[config.mk]
export PLATFORM = sky130hd
export DESIGN_NAME = imem_boot_ctrl
export DESIGN_NICKNAME = d
export VERILOG_FILES = /design/src/rtl/imem_boot_ctrl.sv
export SDC_FILE = /design/constraint.sdc
export NUM_CORES = 1
export LEC_CHECK = 0
export BUFFER_PORTS_ARGS = -buffer_cell sky130_fd_sc_hd__buf_4
export CAP_MARGIN = 20
export CORE_MARGIN = 1
export CORE_UTILIZATION = 35
export CTS_BUF_LIST = sky130_fd_sc_hd__clkbuf_16
export CTS_CLUSTER_DIAMETER = 40
export DETAILED_ROUTE_END_ITERATION = 10
export PLACE_DENSITY = 0.77
export SYNTH_ARGS = -nofsm -noshare
export SYNTH_HDL_FRONTEND = slang
export SYNTH_SLANG_ARGS = --single-unit
[constraint.sdc]
create_clock -name clk -period 1.5 [get_ports clk]
set_input_delay 0.15 -clock clk [delete_from_list [all_inputs] [get_ports clk]]
set_output_delay 0.15 -clock clk [all_outputs]
set_load 0.02 [all_outputs]
[src/rtl/imem_boot_ctrl.sv]
// Boot controller sharing the instruction memory port between loader and fetch.
// Ports: clk/reset, loader valid/ready stream, core fetch, memory port, status.
module imem_boot_ctrl #(
  parameter int DEPTH = 64,
  parameter int CW    = $clog2(DEPTH) + 1
) (
  input  logic          clk,
  input  logic          reset,
  input  logic          load_start,
  input  logic          load_valid,
  input  logic [31:0]   load_data,
  input  logic          load_last,
  output logic          load_ready,
  input  logic [31:0]   cpu_pc,
  output logic [31:0]   cpu_instr,
  output logic          cpu_run,
  output logic          core_reset,
  output logic [31:0]   mem_addr,
  output logic [31:0]   mem_wdata,
  output logic          mem_we,
  input  logic [31:0]   mem_rdata,
  output logic [CW-1:0] words_loaded,
  output logic          load_overflow,
  output logic          pc_fault
);

  localparam int AW = $clog2(DEPTH);

  typedef enum logic [2:0] {
    IDLE,
    LOAD,
    RELEASE,
    RUN,
    HALT
  } state_t;

  state_t state;
  state_t state_d;

  logic [AW-1:0] wa;
  logic          we_q;
  logic [31:0]   wdata_q;
  logic [CW-1:0] wl;
  logic          ovf_q;
  logic          flt_q;

  logic          acc;
  logic          clr;
  logic          set_ovf;
  logic          set_flt;
  logic          fault;
  logic          at_cap;
  logic [CW-1:0] cnt;
  logic [31:0]   wa_addr;

  // Words accepted so far, counting one still waiting in the write stage.
  assign cnt     = wl + CW'(we_q);
  assign at_cap  = (cnt == CW'(DEPTH - 1));
  assign fault   = (cpu_pc[1:0] != 2'b00) | (|cpu_pc[31:AW+2]);
  assign wa_addr = {{(30 - AW){1'b0}}, wa, 2'b00};

  assign mem_we        = we_q;
  assign mem_wdata     = wdata_q;
  assign words_loaded  = wl;
  assign load_overflow = ovf_q;
  assign pc_fault      = flt_q;

  always_ff @(posedge clk) begin
    if (reset) begin
      state <= IDLE;
    end else begin
      state <= state_d;
    end
  end

  always_comb begin
    state_d    = state;
    load_ready = 1'b0;
    acc        = 1'b0;
    clr        = 1'b0;
    set_ovf    = 1'b0;
    set_flt    = 1'b0;
    core_reset = 1'b1;
    cpu_run    = 1'b0;
    cpu_instr  = 32'h0;
    mem_addr   = wa_addr;
    unique case (state)
      IDLE: begin
        if (load_start) begin
          state_d = LOAD;
          clr     = 1'b1;
        end
      end
      LOAD: begin
        load_ready = ~load_start;
        acc        = load_valid & ~load_start;
        if (load_start) begin
          clr = 1'b1;
        end else if (acc) begin
          if (load_last | at_cap) begin
            state_d = RELEASE;
          end
          set_ovf = ~load_last & at_cap;
        end
      end
      RELEASE: begin
        state_d = RUN;
      end
      RUN: begin
        core_reset = 1'b0;
        cpu_run    = 1'b1;
        mem_addr   = cpu_pc;
        cpu_instr  = fault ? 32'h0 : mem_rdata;
        // A reload wins over a fault seen in the same cycle.
        if (load_start) begin
          state_d = LOAD;
          clr     = 1'b1;
        end else if (fault) begin
          state_d = HALT;
          set_flt = 1'b1;
        end
      end
      HALT: begin
        core_reset = 1'b0;
        mem_addr   = cpu_pc;
        if (load_start) begin
          state_d = LOAD;
          clr     = 1'b1;
        end
      end
      default: begin
        state_d = IDLE;
      end
    endcase
  end

  always_ff @(posedge clk) begin
    if (reset) begin
      wa      <= '0;
      we_q    <= 1'b0;
      wdata_q <= 32'h0;
      wl      <= '0;
      ovf_q   <= 1'b0;
      flt_q   <= 1'b0;
    end else begin
      we_q <= acc;
      if (acc) begin
        wdata_q <= load_data;
      end
      // A restart still lets the pending write finish, but the
      // address and count restart from zero afterwards.
      if (clr) begin
        wa    <= '0;
        wl    <= '0;
        ovf_q <= 1'b0;
        flt_q <= 1'b0;
      end else begin
        if (we_q) begin
          wa <= wa + AW'(1);
          wl <= wl + CW'(1);
        end
        if (set_ovf) begin
          ovf_q <= 1'b1;
        end
        if (set_flt) begin
          flt_q <= 1'b1;
        end
      end
    end
  end

endmodule

==> Word-level counts from Yosys, hierarchy flattened <==
Index checks and enable logic that the tools add are counted.
{ "classes": {"add_sub_neg": 3, "n_eq_ne": 10, "n_mux": 22, "bitwise": 6, "reduce_logical": 8} }
{ "op_table": {"columns": ["cell", "count"], "rows": [
  ["2-to-1 mux 32 bit", 3],
  ["OR reduction 24 bit", 1],
  ["2-to-1 mux 3 bit", 6],
  ["2-to-1 mux 1 bit", 12],
  ["case mux 3 bit (4 select lines)", 1],
  ["adder 7 x 1 -> 7 bit", 1],
  ["adder 7 x 1 -> 7 bit (second input constant)", 1],
  ["== test 7 x 6 -> 1 bit (second input constant)", 1],
  ["adder 6 x 1 -> 6 bit (second input constant)", 1],
  ["== test 3 x 2 -> 1 bit (second input constant)", 2],
  ["!= test 2 bit (second input constant)", 3],
  ["OR reduction 2 bit", 3],
  ["AND reduction 5 bit", 1],
  ["OR reduction 4 bit", 1],
  ["== test 3 x 1 -> 1 bit (second input constant)", 1],
  ["== test 3 bit (second input constant)", 1],
  ["zero test 3 bit", 1],
  ["!= test 3 bit (second input constant)", 1],
  ["AND 1 bit", 2],
  ["!= test 2 x 1 -> 1 bit (second input constant)", 1],
  ["inverter 1 bit", 2],
  ["bitwise OR 1 bit", 2],
  ["nonzero test 2 bit", 1]
]} }
{ "word_totals": {"ff_bits": 51, "out_inout_bits": 109, "word_cells": 56} }

==> Longest topological paths before layout <==
Gate-level depths: netlist of run 1.
{ "depth": {"word_depth": 7, "ltp_mapped": 7, "mapped_depth_nobuf": 7} }

==> Worst setup path before layout of run 1 <==
OpenSTA, ideal clock, no wires.
{ "synth_timing": {"path_type": "reg-to-output", "from": "register state[2]", "to": "output mem_addr[5]", "arrival_time_ns": 1.578, "setup_slack_ns": -0.228, "path_stages_with_launch": 5, "path_cell_list": "dfxtp_1 > and3b_1 > a21oi_2 > buf_4 > mux2_1"} }
{ "synth_between": {"elab_chain_len": 3, "word_cells_on_any_way": 4} }
{ "synth_lines": {"columns": ["element", "line_no", "text"], "rows": [
  ["from (decl)", "37", "state_t state;"],
  ["from (signal assigned)", "72", "state <= state_d;"],
  ["== test 3 bit / == test 3 x 2 -> 1 bit (equally long branches)", "87", "unique case (state)"],
  ["OR reduction 2 bit (no source line) *", null, null],
  ["2-to-1 mux 32 bit *", "87", null],
  ["to (decl)", "18", "output logic [31:0] mem_addr,"]
]} }
Every way passes the cells marked *; elsewhere a longest branch is shown, timed or not.

==> Final worst setup path of run 1 <==
{ "layout_timing": {"from": "register state[2]", "to": "output mem_addr[14]"} }
Same word-level chain as after synthesis.

==> impl_results.md, run 1 <==
- Status: complete, but fails checks
- Failing checks: setup timing
- Initial antenna violation count: 0
- Detailed-router iteration count before antenna repair: 4
- CP arrival: 1.70 ns
- RR Startpoint: state[2]
- Via/cell ratio: 4.85
- CTS tree: done
- Number of global-route vias before repair: 2851
- Share of cells above drive strength 1: 0.657
- Max-slew violations: 0
- Worst-Skew Late Latency: roughly 0.28 ns
- Worst path required time: 1.35 ns
- Die X: 87.2 um
- Peak per-stage delay on the critical path: about 0.34 ns
- Clock sink count: 51
- Top delay family on crit path: buffers and inverters
- Synthesized cell area: about 2500 um^2
- Nets: 649
- Async SR Flop Fraction: 0
- Psw: 763 uW
- Initial Util: 0.368
- Syn_nets: between 400 and 500
- Total gr overflow: 0
- Area of the multi-input gates: 1850 um^2
- Worst min path class: input port to flip-flop
- Critical-path cell list: and3b_2, a21oi_4, buf_12, buf_12, buf_16, nor2b_1, buf_4
- Synth area leaders: dfxtp_1 40%, nand2_1 11%, and2_1 8.1%
- Core area: 6910 um^2
- Combinational power share: 0.189
- CP Launch Type: flip-flop
- Levels on crit path: 7
- DIE HEIGHT: 87.2 um
- Final setup margin: -0.349 ns
- Gate Count Post-Synth: 321
- Final Hold Fails: 0
- Register-to-Register Path Depth: 7
- CP Class: flip-flop to output pin
- First-pass GRT wire length: 13700 um
- Clk_skew: approximately 0.0028 ns
- N_diodes: 0
- Finish-stage setup viols: 100
- Ys Warns: 0
- CTS buffer count: 5
- Lkg Pwr: 2.42 nW
- Pint: 2.42 mW
- Crit share post-route: 1.23
- Flop pwr share: 0.439
- Yosys cell types: 38
- Root Driver: clkbuf_16
- Via count: 3109
- Seq/Total Area, Yosys: 0.402
- Htree depth: 2
- Seq cells post-synth: 51
- DRC: 0
- Critical path destination: mem_addr[14]
- Reg2Reg Setup Slack: -0.15 ns
- Layout area overhead: 108%
- CTS Hold Bufs: 0
- Setup TNS: -20.40 ns
- Reg clk slew, reported paths: 0.07 ns
- DP Wirelength: 7070 um
- Reg2reg end: mem_wdata[1]
- Rows: 30
- CTS Buffer Depth: 2
- Post-route ant nets: 0
- Largest net degree at the start of global routing: 35
- Number of port buffers: 209
- Max VDD drop: around 0.8 mV
- Switch share: 0.239
- Most used cell, CP: buf_12
- Total track usage: 0.233
- Starting DRT DRC Count: between 90 and 100
- Fill cell count: 468
- Final WL: ~10000 um
- DR WL/cell: 16.1 um
- DIE AREA: ~7600 um^2
- EDFF count, synth: 0
- MaxCap Viol Count: 0
- Fin Hold WS: 0.0968 ns
- Crit path from: state[2]
- Clock period minus final worst setup slack: 1.85 ns
- Num ports: 210
- Placer Congestion: 0.839
- Slew @ Worst Pin: 0.471 ns
- PD cells: 604 nW/um^2
- Post-synth top flop: dfxtp_1
- Crit-path slowest cell: dfxtp_4
- FF/Latch Area: 1040 um^2
- Fmax: 541 MHz
- CP bufs+invs: 4
- CP Max Fanout: 9
- Synthesized area per cell: 7.91 um^2
- Area leader, netlist: dfxtp_1
- Yosys top cell area share: 0.402
- Clock share of power: 0.372
- Relative max-transition margin: 0.683
- RSZ-0062 raised after global routing: true
- Worst setup EP type: output pin
[how the worst min path moves through the flow]
| stage | from | cells past startpoint | end | slack, ns |
|---|---|---|---|---|
| 2_1_floorplan | load_start | 1 | state[2] | 0.22 |
| 3_3_place_gp | load_start | 2 | state[2] | 0.38 |
| 3_5_place_dp | load_start | 2 | state[2] | 0.38 |
| 4_1_cts | load_start | 2 | state[2] | 0.09 |
| 5_1_grt | load_start | 2 | state[2] | 0.09 |
| 6_report | load_start | 2 | state[2] | 0.1 |
[cell families after synthesis]
logic type | share of synthesized area
simple gates | 0.355
compound gates | 0.114
flops | 0.402
buf+inv | 0.0473
xor+xnor | 0.0276
mux | 0.0345
fa+ha+maj | 0.0197
[sequential cells by signal, summed over array words and instances (netlist names)]
signal,flops
mem_we,1
words_loaded,7
load_overflow,1
pc_fault,1
state,3
mem_wdata,32
wa,6
[per-layer routing]
metal,GRT usage,vias up,share of wire
met1,0.245,1449,0.36
met3,0.0692,18,0.076
met2,0.444,137,0.54
li1,-,1505,-
met5,0,-,0
met4,0.0700,0,0.021
[layout by cell type, fill, tap and decap left out, types with 4 or more instances in the layout]
cell,n
a21oi_1,13
a21oi_2,27
and2_4,30
buf_12,7
buf_4,177
buf_6,46
clkbuf_16,8
dfxtp_1,45
dfxtp_4,4
mux2_4,6
nand2_1,49
nand2_2,15
nand2_4,9
nand4_1,5
nor2_1,16
nor2b_1,16
nor2b_2,4
nor2b_4,7
nor4_1,6
xor2_1,6
[repair_timing]
action                     in CTS  in global routing
setup endpoints to repair      69                101
gates cloned                    2                  3
gates resized for setup        29                110
pin swaps                       1                 26
buffers inserted                1                  5
[final cells by class]
type / instances / area share
Timing Repair Buffer: 235 / 0.399
Clock buffer: 6 / 0.0284
Tap cell: 96 / 0.0227
Multi-Input combinational cell: 248 / 0.349
Clock inverter: 2 / 0.00166
Inverter: 3 / 0.00213
Sequential cell: 51 / 0.197
[through the flow]
stage	std cells	power, mW	worst slack [ns]	instance area [um^2]	utilization
2_1_floorplan	321	1.61	-0.0556	2710	-
3_3_place_gp	622	1.92	-0.112	4410	0.638
3_5_place_dp	622	1.92	-0.146	4410	0.638
4_1_cts	633	3.12	-0.290	4760	0.689
5_1_grt	641	3.31	-0.398	5280	0.765
6_report	641	3.19	-0.349	5280	0.765
[power by group through the flow]
stage | Sequential, mW | Clock, mW | Combinational, mW
3_5_place_dp | 1.43 | 0 | 0.491
4_1_cts | 1.40 | 1.20 | 0.511
2_1_floorplan | 1.47 | 0 | 0.145
3_3_place_gp | 1.43 | 0 | 0.486
6_report | 1.40 | 1.19 | 0.601
5_1_grt | 1.40 | 1.27 | 0.638
[synth_stat cells, types with 4 or more instances]
library cell,count
nor2b_1,27
ha_1,4
and2_1,33
dfxtp_1,51
or3_1,4
o21ai_0,4
a21oi_1,40
xor2_1,6
nand4_1,5
clkbuf_1,8
nand2_1,73
nor2_1,17
nor4_1,6
[worst reg2reg max path, cell delays in order, from the launching register on]
cell,delay [ns]
dfxtp_4,0.34
buf_4,0.13
buf_8,0.13
nor4b_4,0.31
and2_4,0.28
clkbuf_16,0.19
nand2_2,0.07
a21oi_2,0.13
(Power assumes the default switching activity.)
==> inputs of run 2 (changes only) <==
--- a/config.mk
+++ b/config.mk
@@ -13,6 +13,7 @@
 export CTS_CLUSTER_DIAMETER = 40
 export DETAILED_ROUTE_END_ITERATION = 10
 export PLACE_DENSITY = 0.77
+export SKIP_LAST_GASP = 1
 export SYNTH_ARGS = -nofsm -noshare
 export SYNTH_HDL_FRONTEND = slang
 export SYNTH_SLANG_ARGS = --single-unit
==> impl_results.md, run 2 (same netlist as run 1, synthesis figures left out) <==
- Status: complete, but fails checks
- Failing checks: setup timing
- Detailed-router iteration count before antenna repair: 4 (unchanged)
- Crit path from: state[2]
- Reg clk slew, reported paths: 0.06 ns (about the same)
- Root Driver: clkbuf_16
- DIE HEIGHT: 87.2 um (unchanged)
- MaxCap Viol Count: 0 (unchanged)
- Via/cell ratio: 4.80 (-1.0%)
- PD cells: 630 nW/um^2 (+4.4%)
- Layout area overhead: 96.7%
- Rows: 30 (unchanged)
- CP arrival: 1.67 ns (-0.03 ns)
- Worst-Skew Late Latency: 0.28 ns (about the same)
- Flop pwr share: 0.445 (+0.006)
- Htree depth: 2 (unchanged)
- Switch share: 0.233 (-0.00613)
- CP Class: flip-flop to output pin
- DP Wirelength: 7070 um (unchanged)
- Fin Hold WS: 0.0936 ns (-0.00320 ns)
- Crit share post-route: 1.22 (-0.0170)
- Clock sink count: 51 (unchanged)
- Psw: 734 uW (-3.8%)
- Most frequent cells in the layout: 211 x buf_4, 61 x nand2_1, 45 x dfxtp_1
- CTS Buffer Depth: 2 (unchanged)
- Number of global-route vias before repair: 2807 (-1.5%)
- CP Launch Type: flip-flop
- CTS buffer count: 5 (unchanged)
- Most used cell, CP: buf_4
- Max reg flops: 32 (unchanged)
- Largest net degree at the start of global routing: 35 (unchanged)
- DR WL/cell: 15.5 um (-3.4%)
- First-pass GRT wire length: 13500 um (-1.7%)
- CP Max Fanout: 9 (unchanged)
- DIE AREA: 7600 um^2 (unchanged)
- Final Hold Fails: 0 (unchanged)
- Die X: 87.2 um (unchanged)
- Final WL: 9910 um (-3.8%)
- Peak per-stage delay on the critical path: 0.34 ns (about the same)
- Crit-path slowest cell: dfxtp_4
- Clock share of power: 0.376 (+0.004)
- Initial Util: 0.368 (unchanged)
- Clock period minus final worst setup slack: 1.82 ns (-0.0254 ns)
- Max-slew violations: 0 (unchanged)
- Critical path destination: mem_addr[12]
- Lkg Pwr: 2.30 nW (-4.9%)
- RR Startpoint: state[2]
- Final instance area: 4990 um^2 (-5.4%)
- Slew @ Worst Pin: 0.623 ns (+0.152 ns)
- CTS tree: done
- Max VDD drop: 0.779 mV (-0.70%)
- Pint: 2.41 mW (-0.47%)
- Design Power: 3.15 mW (-1.3%)
- Final setup margin: -0.323 ns (+0.0254 ns)
- Area after DPL: 4410 um^2 (unchanged)
- Commonest non-fill, non-tap cell in the layout: buf_4
- Relative max-transition margin: 0.581 (-0.102)
- Finish-stage setup viols: 100 (unchanged)
- Placer Congestion: 0.839 (unchanged)
- Via count: 3062 (-1.5%)
- Combinational power share: 0.180 (-0.009)
- Total track usage: 0.228 (-0.00442)
- RSZ-0062 raised after global routing: true
- Register-to-Register Path Depth: 7 (unchanged)
- Critical-path cell list: and3b_2, a21oi_4, buf_12, buf_4, buf_16, nor2b_1, buf_4
- Fmax: 548 MHz (+1.4%)
- Starting DRT DRC Count: 114 (+16%)
- Reg2reg end: mem_wdata[29]
- Number of port buffers: 209 (unchanged)
- Worst setup EP type: output pin
- Nets: 646 (-0.46%)
- Worst min path class: input port to flip-flop
- Initial antenna violation count: 0 (unchanged)
- N_diodes: 0 (unchanged)
- Total gr overflow: 0 (unchanged)
- Num ports: 210 (unchanged)
- Post-route ant nets: 0 (unchanged)
- Core area: 6910 um^2 (unchanged)
- Worst path required time: 1.35 ns (about the same)
- DRC: 0 (unchanged)
- Reg2Reg Setup Slack: -0.13 ns (+0.02 ns)
- Clk_skew: 0.00247 ns (-0.000321 ns)
- Share of cells above drive strength 1: 0.616 (-0.0406)
==> run 2: cell count changes in the layout (fill, tap and decap cells not counted), sizes merged <==
cell and change:
buf -4, bufbuf +1
==> run 2: worst min path at each step <==
stage,start,endpoint,slack [ns],cells past startpoint
after global placement,load_start,state[2],0.38,2
after CTS,load_start,state[2],0.09,2
after detailed placement,load_start,state[2],0.38,2
after floorplan,load_start,state[2],0.22,1
after global routing,load_start,state[2],0.08,2
final,load_start,state[2],0.09,2
==> run 2: final cells by class <==
type	count	area (um^2)
clock buffer	6	150
sequential	51	1040
fill	533	1910
inverter	3	11.3
tap	96	120
timing repair buffer	232	1930
multi-input combinational	248	1740
clock inverter	2	8.76
==> run 2: routing by layer <==
metal,track usage,routed length (um)
met2,0.430,5180
met4,0.0715,303
met3,0.0682,808
met1,0.243,3610
met5,0,0
==> run 2: power by group through the flow <==
stage          registers [mW]  clock network, mW  logic, mW
2_1_floorplan            1.47                  0      0.145
3_3_place_gp             1.43                  0      0.486
3_5_place_dp             1.43                  0      0.491
4_1_cts                  1.40               1.20      0.511
5_1_grt                  1.40               1.27      0.603
6_report                 1.40               1.18      0.566
==> run 2: through the flow <==
step / utilization / worst slack, ns / setup TNS, ns / std cells
finish: 0.723 / -0.323 / -20.27 / 638
global route: 0.723 / -0.399 / -27.40 / 638
CTS: 0.687 / -0.290 / -15.44 / 633
detailed placement: 0.638 / -0.146 / -2.73 / 622
global placement: 0.638 / -0.112 / -3.47 / 622
floorplan: - / -0.0556 / -0.632 / 321
==> run 2: worst max-delay path: cells and delay by family, from the launching register on <==
| family | cells | cell delay, ns |
|---|---|---|
| compound gates | 1 | 0.05 |
| buf+inv | 4 | 0.58 |
| simple gates | 2 | 0.42 |
| flops | 1 | 0.34 |
==> run 2: what timing repair did <==
action / 4_1_cts / 5_1_grt
endpoints found under the setup margin: 69 / 101
gates cloned: 2 / 3
gates resized for setup: 23 / 51
pin swaps: 1 / 12
hold buffers: 0 / 0
buffers inserted: 1 / 2
==> inputs of run 3 (changes only) <==
--- a/config.mk
+++ b/config.mk
@@ -12,7 +12,7 @@
 export CTS_BUF_LIST = sky130_fd_sc_hd__clkbuf_16
 export CTS_CLUSTER_DIAMETER = 40
 export DETAILED_ROUTE_END_ITERATION = 10
-export PLACE_DENSITY = 0.77
+export PLACE_DENSITY = 0.78
 export SKIP_LAST_GASP = 1
 export SYNTH_ARGS = -nofsm -noshare
 export SYNTH_HDL_FRONTEND = slang
==> impl_results.md, run 3 (same netlist as run 1, synthesis figures left out) <==
- Final setup margin: -0.345 ns (-0.0215 ns)
- Commonest non-fill, non-tap cell in the layout: buf_4
- Lkg Pwr: 2.39 nW (+3.6%)
- Fmax: 542 MHz (-1.2%)
- Slew @ Worst Pin: 0.420 ns (-0.203 ns)
- CP Launch Type: flip-flop
- Finish-stage setup viols: 75 (-25%)
- Clock sink count: 51 (unchanged)
- Layout area overhead: 101%
- Final Hold Fails: 0 (unchanged)
- Clock period minus final worst setup slack: 1.84 ns (+0.0215 ns)
- Number of global-route vias before repair: 2767 (-1.4%)
- CP Class: flip-flop to output pin
- Clk_skew: 0.00302 ns (+0.000548 ns)
- Register-to-Register Path Depth: 6 (-1)
- CTS Hold Bufs: 0 (unchanged)
- Worst-Skew Late Latency: 0.28 ns (about the same)
- Status: complete, but fails checks
- Root Driver: clkbuf_16
- Final Non-Filler Cells: 647 (+1.4%)
- Total track usage: 0.216 (-0.0128)
- DRC: 0 (unchanged)
- DR WL/cell: 15.6 um (+0.27%)
- Reg clk slew, reported paths: 0.06 ns (about the same)
- Share of cells above drive strength 1: 0.595 (-0.0210)
- CTS tree: done
- Core area: 6910 um^2 (unchanged)
- CP Max Fanout: 5 (-4)
- Detailed-router iteration count before antenna repair: 4 (unchanged)
- First-pass GRT wire length: 12900 um (-4.4%)
- Initial Util: 0.368 (unchanged)
- Failing checks: setup timing
- Hold Path Origin: load_start
- Via/cell ratio: 4.85 (+0.96%)
- N_diodes: 0 (unchanged)
- Area after DPL: 4430 um^2 (+0.57%)
- DIE AREA: 7600 um^2 (unchanged)
- Worst path required time: 1.35 ns (about the same)
- Worst setup EP type: output pin
- Max VDD drop: 0.677 mV (-13%)
- Starting DRT DRC Count: 67 (-41%)
- Crit-path slowest cell: dfxtp_2
- Num ports: 210 (unchanged)
- Placer Congestion: 0.843 (+0.50%)
- Post-route ant nets: 0 (unchanged)
- PD cells: 593 nW/um^2 (-5.9%)
- Via count: 3135 (+2.4%)
- RR Startpoint: mem_we
- Die X: 87.2 um (unchanged)
- Crit share post-route: 1.23 (+0.0143)
- Final WL: 10100 um (+1.7%)
- Placed cell count: 627 (+0.80%)
- Most frequent cells in the layout: 206 x buf_4, 72 x nand2_1, 44 x dfxtp_1
- Final instance area: 5100 um^2 (+2.1%)
- Nets: 655 (+1.4%)
- RSZ-0062 raised after global routing: true
- Most used cell, CP: buf_12
- DIE HEIGHT: 87.2 um (unchanged)
- CTS buffer count: 5 (unchanged)
- Critical-path cell list: nor2_1, a21oi_4, buf_12, buf_12, buf_16, nor2b_1, buf_4
- Peak per-stage delay on the critical path: 0.33 ns (about the same)
- DP Wirelength: 7050 um (-0.21%)
- Worst min path class: input port to flip-flop
- Htree depth: 2 (unchanged)
- Number of port buffers: 209 (unchanged)
- Top delay family on crit path: buffers and inverters
- CTS Buffer Depth: 2 (unchanged)
- Reg2Reg Setup Slack: -0.08 ns (+0.05 ns)
- Largest net degree at the start of global routing: 33 (-5.7%)
- Max reg flops: 32 (unchanged)
- Relative max-transition margin: 0.717 (+0.137)
- CP arrival: 1.69 ns (+0.02 ns)
- Total gr overflow: 0 (unchanged)
- Reg2reg end: state[0]
- Hold endpoint: state[2]
- Rows: 30 (unchanged)
- Fill cell count: 512 (-3.9%)
- Initial antenna violation count: 0 (unchanged)
- CP bufs+invs: 4 (unchanged)
- Hold Path Stages: 2 (unchanged)
- Max-slew violations: 0 (unchanged)
- Crit path from: state[1]
- MaxCap Viol Count: 0 (unchanged)
==> run 3: changes by cell type in the layout (fill, tap and decap cells not counted), moves of 7 or more <==
cell,previous run,this run
a21oi_1,23,30
a21oi_2,17,10
buf_6,11,22
nand2_1,61,72
nand2_2,12,1
nor2b_4,8,15
==> run 3: worst max-delay path by stage <==
stage | to | cells after the start
after floorplan | mem_addr[5] | 4
after global placement | cpu_instr[28] | 8
after detailed placement | cpu_instr[12] | 8
after CTS | cpu_instr[12] | 6
after global routing | cpu_instr[1] | 6
final | mem_addr[17] | 7
==> run 3: area by class of cell <==
class | instances | area, um^2 | area share
inverters | 3 | 11.3 | 0.00221
flip-flops and latches | 51 | 1040 | 0.203
clock buffers | 5 | 125 | 0.0245
clock inverters | 3 | 12.5 | 0.00245
well taps | 96 | 120 | 0.0236
multi-input cells | 248 | 1710 | 0.336
repair buffers | 241 | 2080 | 0.407
==> run 3: metal layers <==
metal / share of wire / GRT usage / vias to the layer above / wire length [um]
li1: - / - / 1519 / -
met1: 0.34 / 0.213 / 1466 / 3470
met2: 0.55 / 0.431 / 128 / 5500
met3: 0.081 / 0.0578 / 22 / 815
met4: 0.030 / 0.0671 / 0 / 299
met5: 0 / 0 / - / 0
==> run 3: timing repair <==
item	in CTS	in global routing
buffers inserted	2	3
setup endpoints to repair	68	100
resized for setup	19	54
gates cloned	1	6
pin swaps	1	5
==> run 3: where the power goes <==
part	switching [mW]	leakage, nW	internal (mW)	total [mW]
Sequential	0.0183	0.417	1.38	1.40
Clock	0.450	0.0762	0.603	1.05
Combinational	0.241	1.89	0.328	0.569
Total	0.709	2.39	2.31	3.02
==> run 3: through the flow <==
step                      hold WS (ns)  TNS, ns  worst slack, ns  total power [mW]   util
after floorplan                  0.219   -0.632          -0.0556              1.61      -
after global placement           0.376    -4.08           -0.131              1.91  0.642
after detailed placement         0.377    -4.61           -0.152              1.92  0.642
after CTS                       0.0792   -16.97           -0.316              2.99  0.681
after global routing            0.0902   -23.86           -0.373              3.14  0.738
final                           0.0863   -17.64           -0.345              3.02  0.738
